File: config.mk
export PLATFORM = sky130hd
export DESIGN_NAME = lsu_rmw
export DESIGN_NICKNAME = d
export VERILOG_FILES = /design/src/rtl/lsu_pkg.sv /design/src/rtl/lsu_byte_lane.sv /design/src/rtl/lsu_rmw.sv
export SDC_FILE = /design/constraint.sdc
export NUM_CORES = 1
export LEC_CHECK = 0
export CORE_MARGIN = 2
export CORE_UTILIZATION = 39
export DETAILED_ROUTE_END_ITERATION = 7
export PLACE_DENSITY_LB_ADDON = 0.05
export SLEW_MARGIN = 10
export SYNTH_ARGS = -nofsm -noshare
export SYNTH_HDL_FRONTEND = slang
export SYNTH_SLANG_ARGS = --single-unit
export TNS_END_PERCENT = 1
File: constraint.sdc
create_clock -name clk_i -period 4.9 [get_ports clk_i]
set_clock_uncertainty 0.05 [all_clocks]
set_input_delay 0.98 -clock clk_i [delete_from_list [all_inputs] [get_ports clk_i]]
set_output_delay 0.98 -clock clk_i [all_outputs]
set_load 0.005 [all_outputs]
File: src/rtl/lsu_pkg.sv
// rtl/lsu_pkg.sv - shared constants, funct3 codes and FSM state encoding for the load/store unit
package lsu_pkg;

   localparam int DATA_WIDTH = 32;

   localparam logic [2:0] F3_B  = 3'b000;
   localparam logic [2:0] F3_H  = 3'b001;
   localparam logic [2:0] F3_W  = 3'b010;
   localparam logic [2:0] F3_BU = 3'b100;
   localparam logic [2:0] F3_HU = 3'b101;

   typedef enum logic [2:0] {
      ST_IDLE  = 3'd0,
      ST_READ  = 3'd1,
      ST_MERGE = 3'd2,
      ST_WRITE = 3'd3,
      ST_DONE  = 3'd4
   } state_t;

   function automatic logic f3_legal(input logic [2:0] f3, input logic we);
      case (f3)
         F3_B, F3_H, F3_W: f3_legal = 1'b1;
         F3_BU, F3_HU:     f3_legal = !we;
         default:          f3_legal = 1'b0;
      endcase
   endfunction

endpackage

File: src/rtl/lsu_byte_lane.sv
// rtl/lsu_byte_lane.sv - byte/half lane extraction with sign/zero extension and sub-word store merge
module lsu_byte_lane
   import lsu_pkg::*;
(
   input  logic [DATA_WIDTH-1:0] word_i,
   input  logic [DATA_WIDTH-1:0] wdata_i,
   input  logic [1:0]            off_i,
   input  logic [2:0]            funct3_i,
   output logic [DATA_WIDTH-1:0] load_o,
   output logic [DATA_WIDTH-1:0] merge_o
);

   logic [7:0]  byte_sel;
   logic [15:0] half_sel;

   assign byte_sel = word_i[{off_i, 3'b000} +: 8];
   assign half_sel = off_i[1] ? word_i[31:16] : word_i[15:0];

   always_comb begin
      load_o = word_i;
      case (funct3_i)
         F3_B:    load_o = {{24{byte_sel[7]}}, byte_sel};
         F3_BU:   load_o = {24'b0, byte_sel};
         F3_H:    load_o = {{16{half_sel[15]}}, half_sel};
         F3_HU:   load_o = {16'b0, half_sel};
         default: load_o = word_i;
      endcase
   end

   always_comb begin
      merge_o = wdata_i;
      case (funct3_i[1:0])
         2'b00: begin
            merge_o = word_i;
            merge_o[{off_i, 3'b000} +: 8] = wdata_i[7:0];
         end
         2'b01:   merge_o = off_i[1] ? {wdata_i[15:0], word_i[15:0]}
                                     : {word_i[31:16], wdata_i[15:0]};
         default: merge_o = wdata_i;
      endcase
   end

endmodule

File: src/rtl/lsu_rmw.sv
// rtl/lsu_rmw.sv - MEM-stage load/store unit with read-modify-write for sub-word stores
// Optional: define LSU_MISALIGN_TRAP_EN to trap misaligned H/W accesses instead of aligning them.
module lsu_rmw
   import lsu_pkg::*;
#(
   parameter int ADDR_WIDTH = 10
) (
   input  logic                  clk_i,
   input  logic                  rst_i,
   input  logic                  req_valid_i,
   output logic                  req_ready_o,
   input  logic                  req_we_i,
   input  logic [31:0]           req_addr_i,
   input  logic [31:0]           req_wdata_i,
   input  logic [2:0]            req_funct3_i,
   output logic                  rsp_valid_o,
   output logic [31:0]           rsp_rdata_o,
   output logic                  rsp_err_o,
   output logic                  mem_we_o,
   output logic [ADDR_WIDTH-1:0] mem_addr_o,
   output logic [31:0]           mem_din_o,
   input  logic [31:0]           mem_dout_i
);

   state_t                state_q, state_d;
   logic                  we_q, we_d;
   logic [2:0]            f3_q, f3_d;
   logic [1:0]            off_q, off_d;
   logic [ADDR_WIDTH-1:0] waddr_q, waddr_d;
   logic [31:0]           wbuf_q, wbuf_d;
   logic [31:0]           rdata_q, rdata_d;
   logic                  err_q, err_d;

   logic                  acc_err;
   logic [1:0]            acc_off;
   logic [31:0]           load_word;
   logic [31:0]           merge_word;
   logic                  unused_addr_hi;

   // Address bits above the memory are intentionally dropped (wrap-around).
   assign unused_addr_hi = ^req_addr_i[31:ADDR_WIDTH+2];

   always_comb begin
      acc_err = !f3_legal(req_funct3_i, req_we_i);
      acc_off = req_addr_i[1:0];
`ifdef LSU_MISALIGN_TRAP_EN
      if ((req_funct3_i[1:0] == 2'b01 && req_addr_i[0]) ||
          (req_funct3_i[1:0] == 2'b10 && req_addr_i[1:0] != 2'b00)) begin
         acc_err = 1'b1;
      end
`else
      case (req_funct3_i[1:0])
         2'b01:   acc_off = {req_addr_i[1], 1'b0};
         2'b10:   acc_off = 2'b00;
         default: acc_off = req_addr_i[1:0];
      endcase
`endif
   end

   lsu_byte_lane u_lane (
      .word_i   (mem_dout_i),
      .wdata_i  (wbuf_q),
      .off_i    (off_q),
      .funct3_i (f3_q),
      .load_o   (load_word),
      .merge_o  (merge_word)
   );

   always_comb begin
      state_d = state_q;
      we_d    = we_q;
      f3_d    = f3_q;
      off_d   = off_q;
      waddr_d = waddr_q;
      wbuf_d  = wbuf_q;
      rdata_d = rdata_q;
      err_d   = err_q;
      case (state_q)
         ST_IDLE: begin
            if (req_valid_i) begin
               we_d    = req_we_i;
               f3_d    = req_funct3_i;
               off_d   = acc_off;
               waddr_d = req_addr_i[ADDR_WIDTH+1:2];
               wbuf_d  = req_wdata_i;
               rdata_d = 32'b0;
               err_d   = acc_err;
               if (acc_err)
                  state_d = ST_DONE;
               else if (req_we_i && req_funct3_i == F3_W)
                  state_d = ST_WRITE;
               else
                  state_d = ST_READ;
            end
         end
         ST_READ:  state_d = ST_MERGE;
         ST_MERGE: begin
            if (we_q) begin
               wbuf_d  = merge_word;
               state_d = ST_WRITE;
            end else begin
               rdata_d = load_word;
               state_d = ST_DONE;
            end
         end
         ST_WRITE: state_d = ST_DONE;
         ST_DONE:  state_d = ST_IDLE;
         default:  state_d = ST_IDLE;
      endcase
   end

   always_ff @(posedge clk_i) begin
      if (rst_i) begin
         state_q <= ST_IDLE;
         we_q    <= 1'b0;
         f3_q    <= 3'b0;
         off_q   <= 2'b0;
         waddr_q <= '0;
         wbuf_q  <= 32'b0;
         rdata_q <= 32'b0;
         err_q   <= 1'b0;
      end else begin
         state_q <= state_d;
         we_q    <= we_d;
         f3_q    <= f3_d;
         off_q   <= off_d;
         waddr_q <= waddr_d;
         wbuf_q  <= wbuf_d;
         rdata_q <= rdata_d;
         err_q   <= err_d;
      end
   end

   assign req_ready_o = (state_q == ST_IDLE);
   assign rsp_valid_o = (state_q == ST_DONE);
   assign rsp_rdata_o = (state_q == ST_DONE) ? rdata_q : 32'b0;
   assign rsp_err_o   = (state_q == ST_DONE) && err_q;
   // Gating with rst keeps an abandoned RMW from touching memory.
   assign mem_we_o    = (state_q == ST_WRITE) && !rst_i;
   assign mem_addr_o  = waddr_q;
   assign mem_din_o   = wbuf_q;

endmodule
After elaboration in Yosys (flattened, before gate mapping):

Index checks and enable logic that the tools add are counted.
Widths: inputs -> output; s select.

* register bits after elaboration: 84
* logic and storage cells: 68
* input port bits: 103

* reduce and logical (&&, ||, !) cells: 17
* shift-type cells: 3
* eq/ne operators: 19
* mux-type cells: 19
* add/subtract/negate cells: 1

Operators by type and width (number)
* $mux 32: 6
* $pmux 32 s2: 3
* $pmux 32 s4: 1
* $bwmux 32: 1
* $shift 8x7->32 const A: 1
* $shiftx 32x6->8: 1
* $shiftx 8x7->32: 1
* $mux 16: 1
* $eq 3x3->1 const B: 5
* $pmux 3 s4: 1
* $eq 3x1->1 const B: 3
* $eq 3x2->1 const B: 3
* $logic_not 3->1: 3
* $mux 3: 3
* $neg 5->7: 1
* $ne 2x2->1 const B: 3
* $reduce_and 5->1: 1
* $eq 2x1->1 const B: 2
* $pmux 2 s2: 1
* $reduce_and 4->1: 1
* $logic_and 1x1->1: 3
* $logic_not 1->1: 3
* $ne 3x1->1 const B: 1
* $ne 3x3->1 const B: 1
* other kinds (9): 9

Logic depth before layout (Yosys ltp):

* depth after elaboration: 6
* mapped depth: 9
* gate-level depth less buffers: 7

Hierarchy:

Synthesis repeated with hierarchy kept, for this count alone.

* cell total of the unflattened synthesis: 665
* area, all modules: 5616.6 sq um

By module, submodules not included
* lsu_rmw: instances 1, cells each 412, area each 3736.1 sq um, sequential area each 1681.6 sq um
* lsu_byte_lane: instances 1, cells each 253, area each 1880.6 sq um, sequential area each 0.0 sq um

Worst setup path before layout:

Ideal clock, no wire load.

* kind: input to output
* start: input rst_i
* end: output mem_we_o
* path slack: 2423 ps
* stages on the path: 3
* path buffers: 1
* arrival: 1447 ps
* required time: 3870 ps
* path through: clkbuf_1 > nor2_1 > and3_1

* longest elaborated chain between the ends: 2

Ends and longest elaborated chain
* start, declared: RTL line lsu_rmw.sv:9 `input logic rst_i,`
* $logic_not 1->1: RTL line lsu_rmw.sv:139 `assign mem_we_o = (state_q == ST_WRITE) && !rst_i;`
* $logic_and 1x1->1: RTL line lsu_rmw.sv:139
* end, declared: RTL line lsu_rmw.sv:19 `output logic mem_we_o,`

No other way between the ends.

Final worst setup path:

* start: register state_q[2]
* end: output rsp_rdata_o[22]

* longest elaborated chain between the ends: 2

Ends and longest elaborated chain
* start, declared: RTL line lsu_rmw.sv:25 `state_t state_q, state_d;`
* start signal, assigned: RTL line lsu_rmw.sv:123 `state_q <= state_d;`
* $eq 3x3->1: RTL line lsu_rmw.sv:136 `assign rsp_rdata_o = (state_q == ST_DONE) ? rdata_q : 32'b0;`
* $mux 32: RTL line lsu_rmw.sv:136
* end, declared: RTL line lsu_rmw.sv:17 `output logic [31:0] rsp_rdata_o,`

No other way between the ends.

==> reports/metrics.csv <==
metric,value,unit
critPathRequiredTime,3.87,ns
synth_top_area_cell,dfxtp_1,
area_growth,41.3,%
crit_path_end_kind,output port,
pwr-share-clk,0.341,
drtPass1Iterations,7,
dp.final_hpwl,11.6,mm
fillCellCount,1065,
syn-cell-area,0.00463,mm²
avgSynthCellArea,7.98,µm²
reg2regPathDepth,7,
clkTransAtPathRegs,0.06,ns
hp-start,rdata_q[1]$_SDFFE_PP0P_,
ir_worst_vdd,0.000183,V
ys_top_cells_by_count,"nand2_1 (90), dfxtp_1 (84), a21oi_1 (68)",
synth_area_leaders,"dfxtp_1 (36%), a21oi_1 (7.3%), nand2_1 (7.3%), and2_1 (4.6%), a221o_1 (3.7%)",
die_h,113,µm
worst_pin_slew,1.18,ns
drtAntennaViolNets,0,
synth.mux.area_fraction,0.0481,
synth_top_family_by_area,compound AO/OA/AOI/OAI gates,
slew_viol_final,0,
grt_pass1_vias,4535,
via_per_inst,5.67,
ys.flop_type,dfxtp_1,
io_pins,181,
ys_types,55,
antenna_found_initial,0,
synth-edff-count,0,
critical_path_class,reg2out,
whs,0.389,ns
p_total,1.88,mW
ctsResizeCount,0,
cts.sinks,84,
ys_seq_elements,84,
hold_depth,2,
nets,823,
rsz0062_at_grt,no,
synth_compound_area_frac,0.280,
drive_gt1_frac,0.0601,
sw_frac_of_total,0.295,
grt-ovfl-total,0,
internal_power,1.33,mW
reg2reg_slack,2.01,ns
cts_hold_buf,0,
hold_end,rdata_q[1]$_SDFFE_PP0P_,
async_reset_ff_frac,0,
crit_chain,nor3b_2 -> buf_4 -> and2_1 -> clkdlybuf4s50_1,
dr_total_vias,4872,
cp_top_family,buffers and inverters,
grt_use_met1,0.317,
setup_tns,0,ns
min_period,3.12,ns
die_area,0.0128,mm²
synth_xor_area_frac,0,
die_x,113,µm
hold_viol,0,
netlist_instances,581,
final_cells,859,
synth_nets,692,
cts_tree,yes,
pwr-share-comb,0.242,
seq_power_share,0.417,
drc,15,
violations,DRC,
avgRoutedWirePerCell,18.2,µm
grt_max_degree,54,
rows,39,
cts_setup_buffers,0,
final.period_utilization,0.638,
synth_seq_area_share,0.363,
coreArea,0.0115,mm²
cpPeakStageDelay,0.52,ns
busiest_layer,met2,
p_sw,0.555,mW
cts_max_level,3,
synth_simple_gate_area_frac,0.233,
maxCapViolCount,0,
insertion_delay,0.34,ns
drtIter0Drc,299,
worstReg2RegEnd,mem_din_o[20]$_SDFFE_PP0P_,
cts_buffers,9,
grt.total_usage,0.242,
grtUsageMet3,0.0573,
crit_path_start_kind,flop,
reg2reg_from,off_q[0]$_SDFFE_PP0P_,
grt_util_met2,0.375,
fmax,320,MHz
synth-adder-area-share,0.0216,
synth_top_area_frac,0.363,
p_leak,2.41,nW
critical_path_arrival,2.09,ns
cp_slowest_cell,dfxtp_1,
finalWeightedCongestion,0.880,
placed_cells,844,
root_buffer,clkbuf_16,
hp-class,reg2reg,
yosysWarnings,0,
maxSlewHeadroom,0.205,
powerDensity,288,mW/mm²
clk_path_buf_depth,2,
port_buffers,160,
antenna_cells,0,
grt_first_pass_wirelength,24.0,mm
path_buf_inv,2,
status,finished with violations,
setup_violations,0,
finalWirelength,15.7,mm
path_max_fanout,34,
yosysMostFrequentCell,nand2_1,
initial_core_util,0.402,
==> through the flow <==
step                      utilization  area, µm²  setup slack [ns]
after floorplan                     -       4630              2.42
after global placement          0.544       6260              1.78
after detailed placement        0.544       6260              1.68
after CTS                       0.568       6540              1.77
after global routing            0.568       6550              1.62
final                           0.568       6550              1.78
==> how the worst max path moves through the flow <==
stage	start	to	slack [ns]	depth (start not counted)
after detailed placement	req_valid_i	mem_din_o[8]$_SDFFE_PP0P_	1.68	6
after global placement	req_valid_i	mem_din_o[8]$_SDFFE_PP0P_	1.78	6
after CTS	state_q[2]$_SDFFE_PP0N_	rsp_rdata_o[22]	1.77	4
final	state_q[2]$_SDFFE_PP0N_	rsp_rdata_o[22]	1.78	4
after floorplan	rst_i	mem_we_o	2.42	3
after global routing	state_q[2]$_SDFFE_PP0N_	rsp_rdata_o[22]	1.62	4
==> metal layers <==
layer  up-vias  share of wire
met5         -              0
met4         0          0.032
met3        32          0.095
met2       244           0.45
met1      2235           0.42
li1       2361              -
==> logic make-up (layout without fill, tap and decap cells) <==
| group | after synthesis | count (layout) |
|---|---|---|
| buffers and inverters | 59 | 194 |
| and+or+nand+nor | 223 | 223 |
| muxes | 20 | 20 |
| AOI/OAI and AO/OA | 187 | 187 |
| DFF | 84 | 84 |
| adders and majority gates | 8 | 8 |
==> cell type report <==
cell class | instances | area, µm² | share of cell area
clock buffers | 12 | 256 | 0.0392
clock inverters | 3 | 22.5 | 0.00344
inverters | 11 | 41.3 | 0.00631
multi-input cells | 438 | 2710 | 0.414
flip-flops and latches | 84 | 1680 | 0.257
well taps | 143 | 179 | 0.0273
repair buffers | 168 | 1660 | 0.253
==> tightest hold or removal path, delay by kind of cell (launching register included) <==
kind / cells / cell delay [ns]
flops: 1 / 0.31
simple gates: 2 / 0.09
==> power by group through the flow <==
stage	Combinational [mW]	Sequential, mW	Clock (mW)
after floorplan	0.241	0.783	0
after global placement	0.448	0.798	0
after detailed placement	0.454	0.800	0
after CTS	0.457	0.785	0.656
after global routing	0.499	0.792	0.685
final	0.456	0.785	0.641
==> sequential cells by signal (all words and copies together), names as in the netlist <==
| register | count |
|---|---|
| mem_din_o | 32 |
| rdata_q | 32 |
| mem_addr_o | 10 |
| f3_q | 3 |
| state_q | 3 |
| off_q | 2 |
| err_q | 1 |
| we_q | 1 |
==> cells in the final DEF, fill, tap and decap left out, types with 2 or more instances in the layout <==
cell type        count
clkdlybuf4s50_1    159
nand2_1             90
dfxtp_1             84
a21oi_1             68
nor2_1              42
and2_1              34
o21ai_0             22
nor3_1              18
a221o_1             17
a221oi_1            13
a211oi_1            13
nand2b_1            12
o211ai_1            11
mux2i_1             11
inv_1               10
clkbuf_16            9
a32o_1               8
mux2_2               8
a22oi_1              8
ha_1                 8
buf_4                8
o21bai_1             7
nor2b_1              5
and3_1               5
and3b_1              3
nand3_1              3
a32oi_1              3
clkinvlp_4           3
a31oi_1              2
o221ai_1             2
nor3b_2              2
a311oi_1             2
nor4bb_1             2
clkbuf_8             2
No activity file was read; power rests on OpenSTA's default activity.
